`src/rtl/data_derotator.sv`:
```
// Inverse byte-transpose: gathers up to 16 column words, then emits 8 rebuilt row words.
// Column c, byte r (upper 64 bits only) becomes row r, byte c; unfilled columns read as 0x00.
module data_derotator #(
  parameter int WORD_SIZE = 128,
  parameter int ROWS      = 8,
  parameter int MAX_COLS  = 16
) (
  input  logic                 clk,
  input  logic                 rst,
  input  logic [4:0]           channel,
  input  logic                 DI_valid,
  output logic                 DI_ready,
  input  logic [WORD_SIZE-1:0] DI,
  output logic                 DO_valid,
  input  logic                 DO_ready,
  output logic [WORD_SIZE-1:0] DO,
  output logic                 DO_last
);

  typedef enum logic {COLLECT, EMIT} state_t;

  state_t           state, state_d;
  logic [3:0]       col_cnt;
  logic [2:0]       row_cnt, row_next;
  logic [4:0]       ch_q, ch_clamped, ch_eff;
  logic [15:0][7:0] row_buf   [ROWS];
  logic [15:0][7:0] row_buf_d [ROWS];
  logic [7:0][7:0]  di_hi;
  logic             accept, last_col, row_hs, unused_lo;

  assign di_hi      = DI[WORD_SIZE-1 -: 64];
  assign unused_lo  = ^DI[WORD_SIZE-65:0];
  assign DI_ready   = (state == COLLECT);
  assign accept     = DI_valid & DI_ready;
  assign row_hs     = DO_valid & DO_ready;
  assign row_next   = row_cnt + 3'd1;
  assign ch_clamped = (channel == 5'd0 || channel > 5'(MAX_COLS)) ? 5'(MAX_COLS) : channel;
  // The first column of a block uses the channel value being latched on that same edge
  assign ch_eff     = (col_cnt == 4'd0) ? ch_clamped : ch_q;
  assign last_col   = accept && ({1'b0, col_cnt} == ch_eff - 5'd1);

  always_ff @(posedge clk) begin
    if (rst) state <= COLLECT;
    else     state <= state_d;
  end

  always_comb begin
    state_d = state;
    case (state)
      COLLECT: if (last_col) state_d = EMIT;
      EMIT:    if (row_hs && row_cnt == 3'(ROWS-1)) state_d = COLLECT;
      default: state_d = COLLECT;
    endcase
  end

  // Next buffer contents; column 0 wipes the previous block so nothing leaks forward
  always_comb begin
    for (int r = 0; r < ROWS; r++) begin
      row_buf_d[r] = row_buf[r];
      if (accept) begin
        if (col_cnt == 4'd0) row_buf_d[r] = '0;
        row_buf_d[r][4'd15 - col_cnt] = di_hi[3'(7 - r)];
      end
    end
  end

  always_ff @(posedge clk) begin
    if (rst) begin
      col_cnt  <= '0;
      row_cnt  <= '0;
      ch_q     <= 5'(MAX_COLS);
      DO       <= '0;
      DO_valid <= 1'b0;
      DO_last  <= 1'b0;
      for (int r = 0; r < ROWS; r++) row_buf[r] <= '0;
    end else begin
      for (int r = 0; r < ROWS; r++) row_buf[r] <= row_buf_d[r];
      if (accept) begin
        col_cnt <= last_col ? 4'd0 : col_cnt + 4'd1;
        if (col_cnt == 4'd0) ch_q <= ch_clamped;
      end
      // Row 0 is taken from the next-state buffer so the last column is already merged in
      if (last_col) begin
        DO       <= row_buf_d[0];
        DO_valid <= 1'b1;
        DO_last  <= 1'b0;
        row_cnt  <= '0;
      end else if (row_hs) begin
        if (row_cnt == 3'(ROWS-1)) begin
          row_cnt  <= '0;
          DO_valid <= 1'b0;
          DO_last  <= 1'b0;
        end else begin
          row_cnt <= row_next;
          DO      <= row_buf[row_next];
          DO_last <= (row_next == 3'(ROWS-1));
        end
      end
    end
  end

endmodule

```
`config.mk`:
```
export PLATFORM = sky130hd
export DESIGN_NAME = data_derotator
export DESIGN_NICKNAME = d
export VERILOG_FILES = /design/src/rtl/data_derotator.sv
export SDC_FILE = /design/constraint.sdc
export NUM_CORES = 1
export LEC_CHECK = 0
export ABC_CLOCK_PERIOD_IN_PS = 6600
export BUFFER_PORTS_ARGS = -buffer_cell sky130_fd_sc_hd__buf_2
export CORE_ASPECT_RATIO = 0.5
export CORE_MARGIN = 2
export CORE_UTILIZATION = 45
export CTS_CLUSTER_DIAMETER = 40
export CTS_CLUSTER_SIZE = 30
export DETAILED_ROUTE_END_ITERATION = 16
export GPL_ROUTABILITY_DRIVEN = 0
export GPL_TIMING_DRIVEN = 1
export HOLD_SLACK_MARGIN = 0.05
export SLEW_MARGIN = 25
export SYNTH_ARGS = -nofsm -noshare
export SYNTH_HDL_FRONTEND = slang
export SYNTH_SLANG_ARGS = --single-unit
```
`constraint.sdc`:
```
create_clock -name clk -period 6.6 [get_ports clk]
set_clock_uncertainty 0.1 [all_clocks]
set_input_delay 0.99 -clock clk [delete_from_list [all_inputs] [get_ports clk]]
set_output_delay 0.99 -clock clk [all_outputs]
set_load 0.01 [all_outputs]
```
==> reports/summary.md, run 1 <==
• 0.58 ns — stage delay of the slowest cell on the critical path
• 0.03314 mm2 — placement-stage cell area
• 49.16% — proportion of netlist area held by the largest area contributor
• completed — status
• 0 — number of max-capacitance violations reported
• 35.36% — worst-case headroom to the max-slew limit
• 51050 um — half-perimeter wire length of the detailed placement result
• 0.9696 ns — actual transition at the worst max-transition pin
• 0 — grt total ovfl
• 141000 um — global-route wire length before repair
• 276.1 mW/mm2 — power density of the placed cells
• 3170 — number of instances in the synthesized netlist
• reg -> reg — critical path class
• 4.23 ns — signal arrival time at the worst endpoint
• 2629 — DR iter-0 viols
• 0.07313 mm2 — die outline area
• 181.7 uV — largest voltage drop on the vdd net
• 261.7 MHz — Peak Freq
• false — RSZ-0062 raised after global routing
• row_buf[5][63] — worst min-delay path endpoint
• 2 — number of cells on the worst hold path
• 192.2 um — Die H
• col_cnt[0] — beginning of the worst register-to-register path
• 7.01 ns — required time worst endpoint
• 3258 — layout net count
• 24340 — via total after detailed routing
• reg -> reg — class of the tightest hold or removal check
• multiplexers — CP top delay family
• 2.78 ns — r2r setup slk
• sky130_fd_sc_hd__dfxtp_1 — largest area contributor in the synthesized netlist
• sky130_fd_sc_hd__dfxtp_1 — dominant register cell in the synthesized netlist
• flop — Worst setup SP type
• 23140 — via count of the first global-routing pass
• 31 — largest fanout of any net on the critical path
• 171 — number of input and output port buffers inserted
• 0.03564 mm2 — post-layout instance area
• 69 — clock buffers created by TritonCTS
• 3.821 ns — post-layout min period
• 93200 um — routed wire length
• 40 — number of distinct library cells after synthesis
• 3316 — post-synth net total
• 11.78% — synthesis-to-layout area growth
• 0 — EDFF count, synth
• sky130_fd_sc_hd__a2111o_2 — Crit-path slowest cell
• 20.09% — layout cell share with drive strength beyond 1
• 0.03188 mm2 — cell area after synthesis
• sky130_fd_sc_hd__dfxtp_1 — cell with the most instances after synthesis
• 49.16% — share of the yosys chip area belonging to registers
• 161 — maximum number of pins on one net before global-route repair
• 380.4 um — die span in x
• 0% — Async S/R FF share, synth
• 6228 — number of fillers in the final layout
• 24.76% — total track usage
• 0 — number of warnings reported in the yosys synthesis log
• 3 — Clock Tree Buf Depth
• 268 — top-level I/O count
• 0 — number of instances resized during post-cts repair
• 9.840 mW — total power consumption of the routed design
• flop — endpoint type of the worst setup path
• 0.01488 mm2 — area of the multi-input gates
• 0 — drc violations
• 0.3469 ns — Min Hold Slack
• 11 — Reg2Reg Depth
• 2.779 ns — final setup slack of the worst path
• DO[83] — Reg2Reg Capture Point
• 3 — htree depth
• 45.87% — initial cell density of the core
• 22.67 um — routed wire length per instance
• 68 — Cell Rows
• 2 — WP buf/inv
• 0 — Final Max Slew Viols
• 0.06951 mm2 — core region area
• 0 — remaining antenna violation count after routing
• 0 — number of setup buffers added after CTS
• inv_1 -> ha_1 -> nor3b_4 -> mux2i_1 -> ha_1 -> xnor2_1 -> xnor2_1 -> nand4_1 -> a2111o_2 -> buf_4 -> mux2_1 — critical path cell sequence
• 0 — Hold Fails Final Rpt
• row_buf[5][63] — launch instance of the worst min-delay path
• 5.921 — via density per instance
• col_cnt[0] — worst setup path start
• 6 — number of detailed-routing iterations run before antenna repair
• 783 — sink count of the clock tree
• 0 — antenna fix cells
• 13.01 nW — static power due to leakage
• 57.89% — final cycle utilization of the critical path
• 3 — number of antenna violations at the first check in global routing
• 0.63 ns — Clock Latency Late Sink
• built — CTS tree
• 1.833 ns — Post-Place Worst Slack
• sky130_fd_sc_hd__dfxtp_1 (49%), sky130_fd_sc_hd__a22oi_1 (13%), sky130_fd_sc_hd__mux4_2 (9.0%), sky130_fd_sc_hd__nor2_1 (6.9%), sky130_fd_sc_hd__mux2_4 (5.5%) — Synth area leaders
• 0 — count of endpoints failing setup in the final report
• 783 — FF+latch count, synth
• 0 ns — setup TNS
• 0.08 ns — Clock transition at path regs
• 0.01568 mm2 — area occupied by registers
• sky130_fd_sc_hd__dfxtp_1 (783), sky130_fd_sc_hd__nor2_1 (590), sky130_fd_sc_hd__a22oi_1 (544) — Post-synth top cells
• 0 — hold buffer count at CTS
• sky130_fd_sc_hd__clkbuf_16 — cell at the root of the clock tree
• 10.06 um2 — mean instance size in the synthesized netlist
registers in the layout, summed over array words and instances (netlist names):
register and cells:
DO 128, DO_last 1, DO_valid 1, ch_q 5
col_cnt 4, row_buf 640, row_cnt 3, state 1
through the flow:
stage / util [%] / cells
global route: 51.27 / 4111
CTS: 51.22 / 4109
global placement: 47.65 / 3984
finish: 51.27 / 4111
detailed placement: 47.68 / 3984
floorplan: - / 3170
worst max path at each step:
stage	cells after the start	slack, ns	endpoint
finish	11	2.78	DO[83]
global route	11	2.65	DO[83]
CTS	11	2.37	DO[93]
detailed placement	13	1.83	DO[96]
global placement	13	1.81	DO[93]
floorplan	13	3.02	DO[0]
power breakdown:
part           internal, mW  switching [mW]  leakage, nW
sequential             4.76          0.0254         6.31
combinational         0.151           0.501         5.51
clock                  2.38            2.02         1.19
total                  7.29            2.55         13.0
cells by family (layout without fill, tap and decap cells):
logic type      Yosys count  after routing  synth area share, %
compound gates          785            785                17.69
xor+xnor                  9              9               0.2472
fa+ha+maj                 9              9               0.3532
buf+inv                 360            356                4.591
flops                   783            783                49.16
mux                     261            261                15.09
simple gates            963            963                12.87
tightest hold or removal path, stage by stage, from the launching register on:
cell                      delay, ns
sky130_fd_sc_hd__dfxtp_1       0.31
sky130_fd_sc_hd__nand2_1       0.05
sky130_fd_sc_hd__a21oi_1       0.05
placed cells by master, fill, tap and decap left out, types with 7 or more instances in the layout:
cell type	netlist	routed
sky130_fd_sc_hd__a22oi_1	544	544
sky130_fd_sc_hd__a211oi_1	129	129
sky130_fd_sc_hd__mux4_2	128	128
sky130_fd_sc_hd__inv_6	0	8
sky130_fd_sc_hd__and2_1	104	104
sky130_fd_sc_hd__clkinvlp_4	0	8
sky130_fd_sc_hd__nand2_1	149	149
sky130_fd_sc_hd__ha_1	9	7
sky130_fd_sc_hd__a21oi_1	103	103
sky130_fd_sc_hd__clkinv_2	0	7
sky130_fd_sc_hd__buf_4	0	42
sky130_fd_sc_hd__nor2_1	590	569
sky130_fd_sc_hd__buf_12	0	12
sky130_fd_sc_hd__mux2_2	10	10
sky130_fd_sc_hd__nor2_2	0	14
sky130_fd_sc_hd__nand3_1	65	65
sky130_fd_sc_hd__and3_1	30	30
sky130_fd_sc_hd__dfxtp_1	783	782
sky130_fd_sc_hd__buf_2	6	170
sky130_fd_sc_hd__clkbuf_16	0	73
sky130_fd_sc_hd__mux2_4	116	116
sky130_fd_sc_hd__nor2_4	0	7
area by class of cell:
class | count | area share, %
Clock buffer | 78 | 5.262
Tap cell | 945 | 3.317
Sequential cell | 783 | 43.99
Clock inverter | 47 | 1.632
Inverter | 6 | 0.06319
Timing Repair Buffer | 225 | 3.988
Multi-Input combinational cell | 2027 | 41.75
routing by layer:
metal | vias to the layer above | GRT usage (%) | routed length, um
met3 | 168 | 4.240 | 6009
met5 | - | 0 | 13
li1 | 11320 | - | -
met4 | 2 | 8.791 | 2879
met2 | 774 | 40.40 | 43520
met1 | 12080 | 33.27 | 40780
Note: power is estimated with default switching activity, not from simulation.
==> inputs of run 2 (changes only) <==
--- a/config.mk
+++ b/config.mk
@@ -5,7 +5,7 @@
 export SDC_FILE = /design/constraint.sdc
 export NUM_CORES = 1
 export LEC_CHECK = 0
-export ABC_CLOCK_PERIOD_IN_PS = 6600
+export ABC_CLOCK_PERIOD_IN_PS = 3800
 export BUFFER_PORTS_ARGS = -buffer_cell sky130_fd_sc_hd__buf_2
 export CORE_ASPECT_RATIO = 0.5
 export CORE_MARGIN = 2
==> constraint.sdc (replaced) <==
create_clock -name clk -period 3.8 [get_ports clk]
set_clock_uncertainty 0.1 [all_clocks]
set_input_delay 0.57 -clock clk [delete_from_list [all_inputs] [get_ports clk]]
set_output_delay 0.57 -clock clk [all_outputs]
set_load 0.01 [all_outputs]
==> reports/summary.md, run 2 (synthesis results as in run 1) <==
• completed — status
• 2540 — DR iter-0 viols, -3.4%
• flop — Worst setup SP type
• 0.01488 mm2 — area of the multi-input gates, about the same
• 0.40 ns — stage delay of the slowest cell on the critical path, -0.18 ns
• 45.87% — initial cell density of the core, unchanged
• 22.75 um — routed wire length per instance, +0.37%
• 51930 um — half-perimeter wire length of the detailed placement result, +1.7%
• 640 — flip-flop count of the largest register, all copies and words added, unchanged
• 24520 — via total after detailed routing, +0.72%
• 142700 um — global-route wire length before repair, +1.2%
• 0 — antenna fix cells, unchanged
• 0 — number of instances resized during post-cts repair, unchanged
• 3.96 ns — signal arrival time at the worst endpoint, -0.27 ns
• built — CTS tree
• sky130_fd_sc_hd__dfxtp_1 — leading cell type in the layout, fill and taps excluded
• DO_ready — launch instance of the worst min-delay path
• 2 — number of antenna violations at the first check in global routing, -1
• reg -> reg — critical path class
• 3273 — layout net count, +0.46%
• 94020 um — routed wire length, +0.88%
• 4.21 ns — required time worst endpoint, -2.80 ns
• 13.15 nW — static power due to leakage, +1.0%
• row_buf — most flop-heavy register
• 0 ns — setup TNS, unchanged
• 0 — Final Max Slew Viols, unchanged
• 68 — Cell Rows, unchanged
• 37.12% — worst-case headroom to the max-slew limit, +1.8 points
• 0.63 ns — Clock Latency Late Sink, about the same
• 192.2 um — Die H, unchanged
• 3997 — number of placed cells counting well taps, +0.33%
• 6 — number of detailed-routing iterations run before antenna repair, unchanged
• 25.12% — total track usage, +0.36 points
• sky130_fd_sc_hd__nor3b_4 — Crit-path slowest cell
• 284.0 uV — largest voltage drop on the vdd net, +56%
• 3.548 ns — post-layout min period, -0.2735 ns
• 171 — number of input and output port buffers inserted, unchanged
• 12.48% — synthesis-to-layout area growth
• in -> reg — class of the tightest hold or removal check
• 0 — grt total ovfl, unchanged
• 0 — count of endpoints failing setup in the final report, unchanged
• 73 — clock buffers created by TritonCTS, +5.8%
• 0.9432 ns — actual transition at the worst max-transition pin, -0.02637 ns
• 5.933 — via density per instance, +0.21%
• 0 — number of max-capacitance violations reported, unchanged
• flop — endpoint type of the worst setup path
• inv_1 -> ha_1 -> nor3b_4 -> mux2i_1 -> ha_1 -> xnor2_1 -> xnor2_1 -> nand4_1 -> a2111o_2 -> buf_12 -> buf_4 -> mux2_1 — critical path cell sequence
• sky130_fd_sc_hd__clkbuf_16 — cell at the root of the clock tree
• 20.49% — layout cell share with drive strength beyond 1, +0.40 points
• 0 — number of setup buffers added after CTS, unchanged
• 268 — top-level I/O count, unchanged
• 131 — maximum number of pins on one net before global-route repair, -19%
• 0 — Hold Fails Final Rpt, unchanged
• 0.06951 mm2 — core region area, unchanged
• 16 — largest fanout of any net on the critical path, -48%
• false — RSZ-0062 raised after global routing
• 380.4 um — die span in x, unchanged
• 479.7 mW/mm2 — power density of the placed cells, +74%
• 0.01568 mm2 — area occupied by registers, unchanged
• 3 — Clock Tree Buf Depth, unchanged
• 23530 — via count of the first global-routing pass, +1.7%
• 0 — remaining antenna violation count after routing, unchanged
• 4132 — Final Instance Count excl. Fillers, +0.51%
• 281.9 MHz — Peak Freq, +7.7%
• 0 — drc violations, unchanged
• sky130_fd_sc_hd__dfxtp_1 (782), sky130_fd_sc_hd__nor2_1 (568), sky130_fd_sc_hd__a22oi_1 (544) — commonest cells after routing, fill and taps aside
• 783 — sink count of the clock tree, unchanged
• col_cnt[0] — beginning of the worst register-to-register path
• 93.36% — final cycle utilization of the critical path, +35 points
• col_cnt[0] — worst setup path start
• row_buf: 640 flops, DO: 128 flops, ch_q: 5 flops — top flop regs
• 6241 — number of fillers in the final layout, +0.21%
• 0.07313 mm2 — die outline area, unchanged
• 0 — hold buffer count at CTS, unchanged
• 3 — htree depth, unchanged
• 0.07 ns — Clock transition at path regs, about the same
## run 2: cell count changes in the layout (fill, tap and decap cells not counted), sizes merged
cell      change
clkinv        +2
inv           +7
clkinvlp      -5
bufinv        -4
clkbuf       +10
buf          +11
## run 2: metal layers
metal | track usage (%) | up-vias | routed length (um) | part of all wire (%)
li1 | - | 11350 | - | -
met1 | 33.73 | 12230 | 41330 | 44
met2 | 41.71 | 776 | 44320 | 47
met3 | 4.188 | 159 | 5869 | 6.2
met4 | 7.601 | 0 | 2502 | 2.7
met5 | 0 | - | 0 | 0
## run 2: final timing paths
| kind | end | cells after the start | slack (ns) |
|---|---|---|---|
| setup / recovery | DO[80] | 12 | 0.25 |
| hold / removal | DO_valid | 4 | 0.17 |
| setup reg to reg | DO[80] | 12 | 0.25 |
| hold reg to reg | row_buf[6][88] | 2 | 0.35 |
## run 2: critical path: cells and delay by family (launching register included)
kind / cells / cell delay, ns
DFF: 1 / 0.37
AOI/OAI and AO/OA: 1 / 0.39
buffers and inverters: 3 / 0.54
muxes: 2 / 0.69
xor gates and xnor gates: 2 / 0.30
and+or+nand+nor: 2 / 0.51
adders and majority gates: 2 / 0.49
## run 2: power by group
| part | internal, mW | switching (mW) |
|---|---|---|
| combinational | 0.277 | 0.880 |
| clock | 4.10 | 3.63 |
| sequential | 8.27 | 0.0424 |
| total | 12.7 | 4.55 |
## run 2: cell type report
type | instances | area share, %
Inverter | 6 | 0.06280
Clock buffer | 88 | 5.599
Tap cell | 945 | 3.297
Clock inverter | 47 | 1.441
Sequential cell | 783 | 43.72
Multi-Input combinational cell | 2027 | 41.48
Timing Repair Buffer | 236 | 4.403
## run 2: through the flow
step                      worst slack [ns]  total power, mW  area, um2  hold slack [ns]  utilization, %
final                               0.2525            17.20      35860           0.1686           51.59
after global routing               0.01343            17.73      35860           0.1666           51.59
after global placement              0.1187            9.634      33320           0.3351           47.93
after floorplan                     0.4359            9.215      31880           0.3287               -
after detailed placement            0.1286            9.648      33340           0.3423           47.96
after CTS                           0.2406            17.32      35860           0.1373           51.59
==> inputs of run 3 (changes only) <==
==> constraint.sdc (replaced) <==
create_clock -name clk -period 3.8 [get_ports clk]
set_clock_uncertainty 0.1 [all_clocks]
set_input_delay 0.38 -clock clk [delete_from_list [all_inputs] [get_ports clk]]
set_output_delay 0.38 -clock clk [all_outputs]
set_load 0.01 [all_outputs]
==> reports/summary.md, run 3 (synthesis results as in run 1) <==
• 131 — maximum number of pins on one net before global-route repair, unchanged
• 3988 — number of placed cells counting well taps, -0.23%
• 5.939 — via density per instance, about the same
• sky130_fd_sc_hd__dfxtp_1 (782), sky130_fd_sc_hd__nor2_1 (569), sky130_fd_sc_hd__a22oi_1 (544) — commonest cells after routing, fill and taps aside
• 73 — clock buffers created by TritonCTS, unchanged
• false — RSZ-0062 raised after global routing
• 45.87% — initial cell density of the core, unchanged
• 0 — Final Max Slew Viols, unchanged
• 4.02 ns — signal arrival time at the worst endpoint, +0.06 ns
• 0.07313 mm2 — die outline area, unchanged
• 0.07 ns — Clock transition at path regs, about the same
• 171 — number of input and output port buffers inserted, unchanged
• 2726 — DR iter-0 viols, +7.3%
• 268 — top-level I/O count, unchanged
• 0.06951 mm2 — core region area, unchanged
• 0.07450 ns — Min Hold Slack, -0.09411 ns
• 17.25 mW — total power consumption of the routed design, +0.27%
• built — CTS tree
• sky130_fd_sc_hd__dfxtp_1 — leading cell type in the layout, fill and taps excluded
• 24520 — via total after detailed routing, +0.024%
• 4.22 ns — required time worst endpoint, about the same
• 13.13 nW — static power due to leakage, -0.17%
• 380.4 um — die span in x, unchanged
• 24.99% — total track usage, -0.13 points
• 3 — number of antenna violations at the first check in global routing, +1
• 0 — remaining antenna violation count after routing, unchanged
• 3 — Clock Tree Buf Depth, unchanged
• 0.65 ns — Clock Latency Late Sink, +0.02 ns
• 0 — grt total ovfl, unchanged
• 4129 — Final Instance Count excl. Fillers, -0.073%
• 192.2 um — Die H, unchanged
• 12.45% — synthesis-to-layout area growth, about the same
• flop — Worst setup SP type
• 20.38% — layout cell share with drive strength beyond 1, -0.11 points
• 6 — number of detailed-routing iterations run before antenna repair, unchanged
• 3270 — layout net count, -0.092%
• 481.1 mW/mm2 — power density of the placed cells, +0.29%
• completed — status
• 277.4 MHz — Peak Freq, -1.6%
• 68 — Cell Rows, unchanged
• 0.9726 ns — actual transition at the worst max-transition pin, +0.02945 ns
• 93 — largest fanout of any net on the critical path, +77
• row_buf: 640 flops, DO: 128 flops, ch_q: 5 flops — top flop regs
• 35.16% — worst-case headroom to the max-slew limit, -2.0 points
• 640 — flip-flop count of the largest register, all copies and words added, unchanged
• 3 — htree depth, unchanged
• 0 — number of max-capacitance violations reported, unchanged
• 0 — count of endpoints failing setup in the final report, unchanged
• rst — launch instance of the worst min-delay path
• 0 — antenna fix cells, unchanged
• 22930 — via count of the first global-routing pass, -2.5%
• 141700 um — global-route wire length before repair, -0.66%
• 51430 um — half-perimeter wire length of the detailed placement result, -0.96%
• 93550 um — routed wire length, -0.50%
• 286.9 uV — largest voltage drop on the vdd net, +1.0%
• row_buf — most flop-heavy register
• 3.605 ns — post-layout min period, +0.05710 ns
• 0 ns — setup TNS, unchanged
• 0 — drc violations, unchanged
• reg -> reg — critical path class
• col_cnt[0] — worst setup path start
• 22.66 um — routed wire length per instance, -0.43%
• in -> reg — class of the tightest hold or removal check
• 0 — Hold Fails Final Rpt, unchanged
• sky130_fd_sc_hd__clkbuf_16 — cell at the root of the clock tree
• 94.86% — final cycle utilization of the critical path, +1.5 points
• col_cnt[0] — beginning of the worst register-to-register path
• flop — endpoint type of the worst setup path
• 783 — sink count of the clock tree, unchanged
[run 3: changes by cell type in the layout (fill, tap and decap cells not counted), moves of 2 or more]
cell	before	now
sky130_fd_sc_hd__buf_4	47	42
sky130_fd_sc_hd__inv_8	10	5
sky130_fd_sc_hd__clkbuf_1	7	3
sky130_fd_sc_hd__clkbuf_8	4	8
sky130_fd_sc_hd__dlygate4sd3_1	0	4
sky130_fd_sc_hd__inv_6	14	18
sky130_fd_sc_hd__buf_12	18	15
sky130_fd_sc_hd__clkbuf_16	77	74
sky130_fd_sc_hd__clkinv_8	7	10
sky130_fd_sc_hd__bufinv_16	2	4
sky130_fd_sc_hd__clkinv_4	5	3
sky130_fd_sc_hd__clkinvlp_4	3	5
sky130_fd_sc_hd__nor2_2	16	14
[run 3: per-stage QoR]
step	util (%)	area (um2)	setup slack, ns
finish	51.58	35850	0.1954
global route	51.58	35850	0.03849
CTS	51.55	35840	0.1139
detailed placement	47.81	33240	0.1486
global placement	47.78	33210	0.1719
floorplan	-	31880	0.4359
[run 3: layout make-up]
cell class	count	area (um2)
Fill cell	6169	33660
Clock buffer	85	1973
Tap cell	945	1182
Sequential cell	783	15680
Timing Repair Buffer	233	1533
Clock inverter	50	585.6
Multi-Input combinational cell	2027	14880
Inverter	6	22.52
[run 3: layer usage]
metal	part of all wire [%]	GRT usage [%]	wire, um
met1	44	34.22	41210
met3	6.3	3.721	5915
met5	0	0	0
met4	2.0	6.761	1891
met2	48	41.36	44530
[run 3: where the power goes]
group	internal (mW)	total, mW	switching [mW]	leakage [nW]
Combinational	0.276	1.15	0.873	5.57
Clock	4.18	7.78	3.60	1.24
Sequential	8.27	8.32	0.0440	6.31
[run 3: worst max-delay path, cell delays in order, from the launching register on]
cell	delay, ns
sky130_fd_sc_hd__dfxtp_1	0.37
sky130_fd_sc_hd__inv_1	0.13
sky130_fd_sc_hd__ha_1	0.23
sky130_fd_sc_hd__nor3b_4	0.35
sky130_fd_sc_hd__mux2i_1	0.34
sky130_fd_sc_hd__ha_1	0.29
sky130_fd_sc_hd__xnor2_1	0.15
sky130_fd_sc_hd__xnor2_1	0.14
sky130_fd_sc_hd__nand4_1	0.13
sky130_fd_sc_hd__a2111o_2	0.43
sky130_fd_sc_hd__buf_12	0.28
sky130_fd_sc_hd__mux2_1	0.42
[run 3: what timing repair did]
item	in CTS	in global routing
endpoints found under the hold margin	5	0
endpoints found under the setup margin	0	45
hold buffers	4	0
resized for setup	0	1
setup buffers	0	2
[run 3: path summary, 6_finish.rpt]
kind	endpoint	slack, ns	cells after the start
worst min-delay path	ch_q[3]	0.07	2
worst min register to register	row_buf[5][91]	0.35	2
worst max-delay path	DO[81]	0.20	11
worst max register to register	DO[81]	0.20	11
